==> src/rtl/arp_cache_rewrite.sv <==
// arp_cache_rewrite: next-hop ARP cache lookup and Ethernet header rewrite
// between the LPM stage and the output queues.
module arp_cache_rewrite #(
  parameter int C_M_AXIS_DATA_WIDTH  = 256,
  parameter int C_S_AXIS_DATA_WIDTH  = 256,
  parameter int C_M_AXIS_TUSER_WIDTH = 128,
  parameter int C_S_AXIS_TUSER_WIDTH = 128,
  parameter int SRC_PORT_POS         = 16,
  parameter int DST_PORT_POS         = 24,
  parameter int ARP_DEPTH            = 32,
  parameter int ARP_ADDR_BITS        = 5,
  parameter int NUM_PORTS            = 4
) (
  input  logic                              AXI_ACLK,
  input  logic                              AXI_RESETN,
  input  logic [C_S_AXIS_DATA_WIDTH-1:0]    S_AXIS_TDATA,
  input  logic [C_S_AXIS_DATA_WIDTH/8-1:0]  S_AXIS_TSTRB,
  input  logic [C_S_AXIS_TUSER_WIDTH-1:0]   S_AXIS_TUSER,
  input  logic                              S_AXIS_TVALID,
  input  logic                              S_AXIS_TLAST,
  output logic                              S_AXIS_TREADY,
  output logic [C_M_AXIS_DATA_WIDTH-1:0]    M_AXIS_TDATA,
  output logic [C_M_AXIS_DATA_WIDTH/8-1:0]  M_AXIS_TSTRB,
  output logic [C_M_AXIS_TUSER_WIDTH-1:0]   M_AXIS_TUSER,
  output logic                              M_AXIS_TVALID,
  output logic                              M_AXIS_TLAST,
  input  logic                              M_AXIS_TREADY,
  input  logic                              lkp_valid,
  output logic                              lkp_ready,
  input  logic [31:0]                       lkp_nh_ip,
  input  logic [7:0]                        lkp_oq,
  input  logic [48*NUM_PORTS-1:0]           port_mac,
  input  logic                              tbl_wr_en,
  input  logic [ARP_ADDR_BITS-1:0]          tbl_wr_addr,
  input  logic [31:0]                       tbl_wr_ip,
  input  logic [47:0]                       tbl_wr_mac,
  input  logic                              tbl_wr_valid,
  input  logic                              tbl_clear,
  input  logic                              cnt_clear,
  output logic [31:0]                       hit_count,
  output logic [31:0]                       miss_count
);

  localparam int DW = C_S_AXIS_DATA_WIDTH;
  localparam int UW = C_S_AXIS_TUSER_WIDTH;
  localparam int SW = DW / 8;
  localparam int FW = 1 + UW + SW + DW;
  localparam int KW = (NUM_PORTS > 1) ? $clog2(NUM_PORTS) : 1;

  typedef enum logic [1:0] {IDLE, SEARCH, HEAD, BODY} state_t;

  state_t state, state_nxt;

  logic [FW-1:0] fifo [4];
  logic [1:0]    wr_ptr, rd_ptr;
  logic [2:0]    count;
  logic          empty, push, pop;
  logic          head_last;
  logic [UW-1:0] head_user;
  logic [SW-1:0] head_strb;
  logic [DW-1:0] head_data;

  logic [31:0]   tip  [ARP_DEPTH];
  logic [47:0]   tmac [ARP_DEPTH];
  logic [ARP_DEPTH-1:0] tvalid;

  logic [47:0]   pmac [NUM_PORTS];
  logic [31:0]   nh_ip_q;
  logic [7:0]    oq_q;
  logic          hit_q;
  logic [47:0]   mac_q;
  logic [KW-1:0] k_q;
  logic          srch_hit;
  logic [47:0]   srch_mac;
  logic [KW-1:0] srch_k;
  logic          bypass;
  logic [7:0]    miss_dst;

  for (genvar p = 0; p < NUM_PORTS; p++) begin : g_pmac
    assign pmac[p] = port_mac[48*p +: 48];
  end

  // Fall-through FIFO; ready drops one slot early.
  assign empty         = (count == 3'd0);
  assign S_AXIS_TREADY = (count < 3'd3);
  assign push          = S_AXIS_TVALID && S_AXIS_TREADY;
  assign pop           = M_AXIS_TVALID && M_AXIS_TREADY;
  assign {head_last, head_user, head_strb, head_data} = fifo[rd_ptr];

  always_ff @(posedge AXI_ACLK) begin
    if (push)
      fifo[wr_ptr] <= {S_AXIS_TLAST, S_AXIS_TUSER,
                       S_AXIS_TSTRB, S_AXIS_TDATA};
  end

  always_ff @(posedge AXI_ACLK) begin
    if (!AXI_RESETN) begin
      wr_ptr <= '0;
      rd_ptr <= '0;
      count  <= '0;
    end else begin
      if (push) wr_ptr <= wr_ptr + 2'd1;
      if (pop)  rd_ptr <= rd_ptr + 2'd1;
      count <= count + {2'b0, push} - {2'b0, pop};
    end
  end

  always_ff @(posedge AXI_ACLK) begin
    if (!AXI_RESETN) begin
      tvalid <= '0;
    end else if (tbl_clear) begin
      tvalid <= '0;
    end else if (tbl_wr_en) begin
      tvalid[tbl_wr_addr] <= tbl_wr_valid;
      tip[tbl_wr_addr]    <= tbl_wr_ip;
      tmac[tbl_wr_addr]   <= tbl_wr_mac;
    end
  end

  // Descending scan so the lowest matching index wins.
  always_comb begin
    srch_hit = 1'b0;
    srch_mac = '0;
    for (int i = ARP_DEPTH - 1; i >= 0; i--) begin
      if (tvalid[i] && tip[i] == nh_ip_q) begin
        srch_hit = 1'b1;
        srch_mac = tmac[i];
      end
    end
  end

  always_comb begin
    srch_k = '0;
    for (int p = NUM_PORTS - 1; p >= 0; p--) begin
      if (oq_q[2*p]) srch_k = KW'(p);
    end
  end

  assign bypass = (oq_q == 8'd0);

  always_comb begin
    state_nxt = state;
    lkp_ready = 1'b0;
    unique case (state)
      IDLE: begin
        if (!empty && lkp_valid) begin
          lkp_ready = 1'b1;
          state_nxt = SEARCH;
        end
      end
      SEARCH: state_nxt = HEAD;
      HEAD: begin
        if (pop) state_nxt = head_last ? IDLE : BODY;
      end
      BODY: begin
        if (pop && head_last) state_nxt = IDLE;
      end
      default: state_nxt = IDLE;
    endcase
  end

  always_ff @(posedge AXI_ACLK) begin
    if (!AXI_RESETN) begin
      state   <= IDLE;
      nh_ip_q <= '0;
      oq_q    <= '0;
      hit_q   <= 1'b0;
      mac_q   <= '0;
      k_q     <= '0;
    end else begin
      state <= state_nxt;
      if (lkp_ready) begin
        nh_ip_q <= lkp_nh_ip;
        oq_q    <= lkp_oq;
      end
      if (state == SEARCH) begin
        hit_q <= srch_hit;
        mac_q <= srch_mac;
        k_q   <= srch_k;
      end
    end
  end

  always_ff @(posedge AXI_ACLK) begin
    if (!AXI_RESETN || cnt_clear) begin
      hit_count  <= '0;
      miss_count <= '0;
    end else if (state == SEARCH && !bypass) begin
      if (srch_hit) hit_count  <= hit_count + 32'd1;
      else          miss_count <= miss_count + 32'd1;
    end
  end

  // Miss steers to the CPU port paired with the source MAC port.
  assign miss_dst = (head_user[SRC_PORT_POS +: 8] & 8'h55) << 1;

  assign M_AXIS_TVALID = (state == HEAD || state == BODY) && !empty;

  always_comb begin
    M_AXIS_TDATA = head_data;
    M_AXIS_TSTRB = head_strb;
    M_AXIS_TUSER = head_user;
    M_AXIS_TLAST = head_last;
    if (state == HEAD && !bypass) begin
      if (hit_q) begin
        M_AXIS_TDATA[255:208]          = mac_q;
        M_AXIS_TDATA[207:160]          = pmac[k_q];
        M_AXIS_TUSER[DST_PORT_POS +: 8] = oq_q;
      end else begin
        M_AXIS_TUSER[DST_PORT_POS +: 8] = miss_dst;
      end
    end
  end

endmodule
==> config.mk <==
export PLATFORM = sky130hd
export DESIGN_NAME = arp_cache_rewrite
export DESIGN_NICKNAME = d
export VERILOG_FILES = /design/src/rtl/arp_cache_rewrite.sv
export SDC_FILE = /design/constraint.sdc
export NUM_CORES = 2
export LEC_CHECK = 0
export BUFFER_PORTS_ARGS = -buffer_cell sky130_fd_sc_hd__buf_4
export CORE_MARGIN = 2
export CORE_UTILIZATION = 45
export CTS_CLUSTER_DIAMETER = 100
export DETAILED_ROUTE_END_ITERATION = 8
export PLACE_DENSITY_LB_ADDON = 0.25
export SYNTH_ARGS = -nofsm -noshare
export SYNTH_HDL_FRONTEND = slang
export SYNTH_MEMORY_MAX_BITS = 65536
export SYNTH_SLANG_ARGS = --single-unit
export TNS_END_PERCENT = 5
==> constraint.sdc <==
create_clock -name AXI_ACLK -period 13.7 [get_ports AXI_ACLK]
set_input_delay 1.37 -clock AXI_ACLK [delete_from_list [all_inputs] [get_ports AXI_ACLK]]
set_output_delay 1.37 -clock AXI_ACLK [all_outputs]
set_load 0.05 [all_outputs]
==> impl_metrics.tcl <==
set metrics [dict create \
    ant_nets 0 \
    cts_made_buffers 449 \
    drt_first_pass_iters 8 \
    yosysMostFrequentCell "edfxtp_1" \
    die-area_sq_um 398000 \
    multi_input_area_sq_um 43100 \
    async_flop_share_pct 0 \
    setup_viol 0 \
    max_freq_mhz 157 \
    drtIter0Drc 16400 \
    hp-start "tvalid[3]" \
    outcome "finished clean" \
    synthTopCellsByCount "edfxtp_1, a21oi_1, xor2_1" \
    drv_slew 0 \
    arrival_ns 7.29 \
    grt_use_total_pct 29.4 \
    worst_hold_slack_ns 0.483 \
    power_leakage_uw 0.0673 \
    cts_setup_buffers 0 \
    drc_errors 0 \
    synth_top_area_cell "edfxtp_1" \
    row_count 230 \
    grt_max_degree 153 \
    r2r_cells 12 \
    cts.repair.resized 0 \
    antenna_found_initial 187 \
    syn-cell-area_sq_um 177000 \
    grt_first_pass_wirelength_mm 822 \
    synth_top_cell_area_share_pct 71.8 \
    switching_power_uw 9210 \
    yosys_warnings 0 \
    overflow 0 \
    hold_viol 0 \
    core_area_sq_um 392000 \
    cts_tree "built" \
    required_ns 14.61 \
    avgRoutedWirePerCell_microns 34.2 \
    place_hpwl_mm 375 \
    p_per_area_nw_per_um2 161 \
    clockPowerShare_pct 36.6 \
    nFillCells 31500 \
    ctsHoldBuffers 0 \
    combPwrFrac_pct 15.4 \
    yosysSeqAreaShare_pct 74.0 \
    crit_path_start_kind "flip-flop" \
    root_buffer "clkbuf_16" \
    yosysUniqueCellTypes 83 \
    yosys-top-cells-area "edfxtp_1, mux4_2, xor2_1" \
    reg2reg_from "nh_ip_q[6]" \
    min_path_type "reg -> reg" \
    fp.dieH_microns 631 \
    final_nets 12700 \
    clk_path_buf_depth 4 \
    portBuffers 1226 \
    synthCells 10700 \
    holdPathEnd "tvalid[3]" \
    worstSkewPairLatency_ns 1.01 \
    cts_max_level 5 \
    fin_worst_skew_ns 0.0593 \
    slew_headroom_pct 10.0 \
    regArea_sq_um 131000 \
    clkTransAtPathRegs_ns 0.06 \
    period_needed_ns 6.38 \
    pwr-share-seq_pct 48.0 \
    synth-edff-count 4228 \
    start_util_pct 45.1 \
    p_sw_share_pct 27.8 \
    cp_max_fo 50 \
    ys_ff_latch 4426 \
    syn_nets 11400 \
    clock_sinks 4426 \
    tns_ns 0 \
    worst_pin_slew_ns 1.35 \
    die_w_microns 631 \
    worstSetupPathType "reg -> reg" \
    rsz0062_at_grt "false" \
    r2r_setup_slack_ns 7.32 \
    cap_violations 0 \
    fin_crit_sh_pct 46.5 \
    io_pins 1227 \
    synth-main-ff-cell "edfxtp_1" \
    synth.avg_cell_area_sq_um 16.6 \
    areaGrowthSynthToFinish_pct 16.7 \
    grt_pass1_vias 103000 \
    gp_congestion 0.929 \
    intPower_uw 24000 \
    totalWireLength_mm 604 \
    holdPathStages 2 \
    via_per_inst 6.13 \
    worstReg2RegEnd "miss_count[26]" \
    endpoint_kind "flip-flop" \
    vias 108000 \
    layout-drive-gt1-share_pct 22.9 \
    irDropWorstVdd_uv 133 \
]
power groups by stage:
stage	clock, uW	combinational (uW)	sequential [uW]
2_1_floorplan	0	3140	16300
3_3_place_gp	0	5040	16100
3_5_place_dp	0	5070	16200
4_1_cts	12300	5080	15900
5_1_grt	12800	5260	15900
6_report	12100	5110	15900
per-stage QoR:
stage / cell area [sq um] / power [uW] / utilization (%) / std cells / setup slack, ns
6_report: 206000 / 33200 / 52.6 / 17700 / 7.32
5_1_grt: 206000 / 34000 / 52.6 / 17600 / 7.28
4_1_cts: 206000 / 33200 / 52.6 / 17500 / 7.36
3_5_place_dp: 192000 / 21300 / 48.9 / 16700 / 7.57
3_3_place_gp: 192000 / 21200 / 48.9 / 16700 / 7.61
2_1_floorplan: 177000 / 19400 / - / 10700 / 1.74
cells in the final DEF, fill, tap and decap left out, types with 25 or more instances in the layout:
cell type     n
nand2_1     538
edfxtp_1   4228
bufinv_16    35
dfxtp_1     162
a221o_1      47
or4_1        25
nand4_1     193
o21ai_1      46
a21oi_1     730
nand2b_1     70
mux2_2       97
o21ai_0     463
mux4_2      465
clkbuf_1    102
xnor2_1     420
clkinv_1     82
nand4b_1     28
clkbuf_16   454
a221oi_1     52
clkinv_2     81
nor2_1      584
dfxtp_2      32
inv_1        62
xor2_1      640
or3_1        39
nor4_1      266
o211ai_1     95
a311oi_1     44
o221a_2      44
diode_2     123
nor3_1       64
nor2_4       36
o31ai_1      42
a41oi_1      45
buf_4      1409
nand3_1     140
a211oi_1     87
sequential cells by signal (all words and copies together), names as in the netlist, named ones only:
signal      flops
mac_q          48
tmac         1536
tvalid         32
tip          1024
count           3
oq_q            8
k_q             2
miss_count     32
hit_q           1
hit_count      32
nh_ip_q        32
fifo         1668
wr_ptr          2
rd_ptr          2
state           2
metal layers:
metal / global-route usage (%) / part of all wire [%] / routed length (microns) / vias up
li1: - / - / - / 44500
met3: 6.17 / 11 / 66000 / 1234
met2: 47.1 / 47 / 287000 / 7018
met5: 0 / 0.036 / 219 / -
met1: 38.7 / 37 / 221000 / 55400
met4: 13.6 / 5.0 / 30200 / 34
layout make-up:
class	count	share of cell area [%]
Sequential cell	4426	63.5
Multi-Input combinational cell	5573	20.9
Clock buffer	580	5.85
Timing Repair Buffer	1415	5.19
Tap cell	5220	3.17
Clock inverter	251	1.16
Antenna cell	123	0.149
Inverter	64	0.117
worst max-delay path by stage:
| stage | slack (ns) | from | endpoint |
|---|---|---|---|
| after floorplan | 1.74 | count[2] | fifo[0][0] |
| after global placement | 7.61 | nh_ip_q[6] | miss_count[30] |
| after detailed placement | 7.57 | nh_ip_q[6] | miss_count[30] |
| after CTS | 7.36 | oq_q[7] | M_AXIS_TDATA[255] |
| after global routing | 7.28 | oq_q[1] | M_AXIS_TDATA[255] |
| final | 7.32 | nh_ip_q[6] | miss_count[26] |
cells by family after synthesis:
kind of cell | after synthesis | share of synthesized area (%)
adder cells (fa/ha/maj) | 10 | 0.0750
AO/OA/AOI/OAI | 1768 | 6.05
flip-flops | 4426 | 74.0
XOR/XNOR | 1061 | 5.26
buffers and inverters | 681 | 1.90
multiplexers | 581 | 6.65
AND/OR/NAND/NOR | 2153 | 6.04
worst max-delay path, stage by stage (launching register included):
cell       delay, ns
dfxtp_2         0.85
buf_4           0.68
xnor2_1         0.23
nand4_1         0.20
nor4_1          0.09
nand3_2         0.17
buf_4           0.65
nand4bb_1       0.49
nor4b_2         0.80
nand4b_2        0.84
or3_1           0.66
or3_1           0.39
a21oi_1         0.16
(Power assumes the default switching activity.)
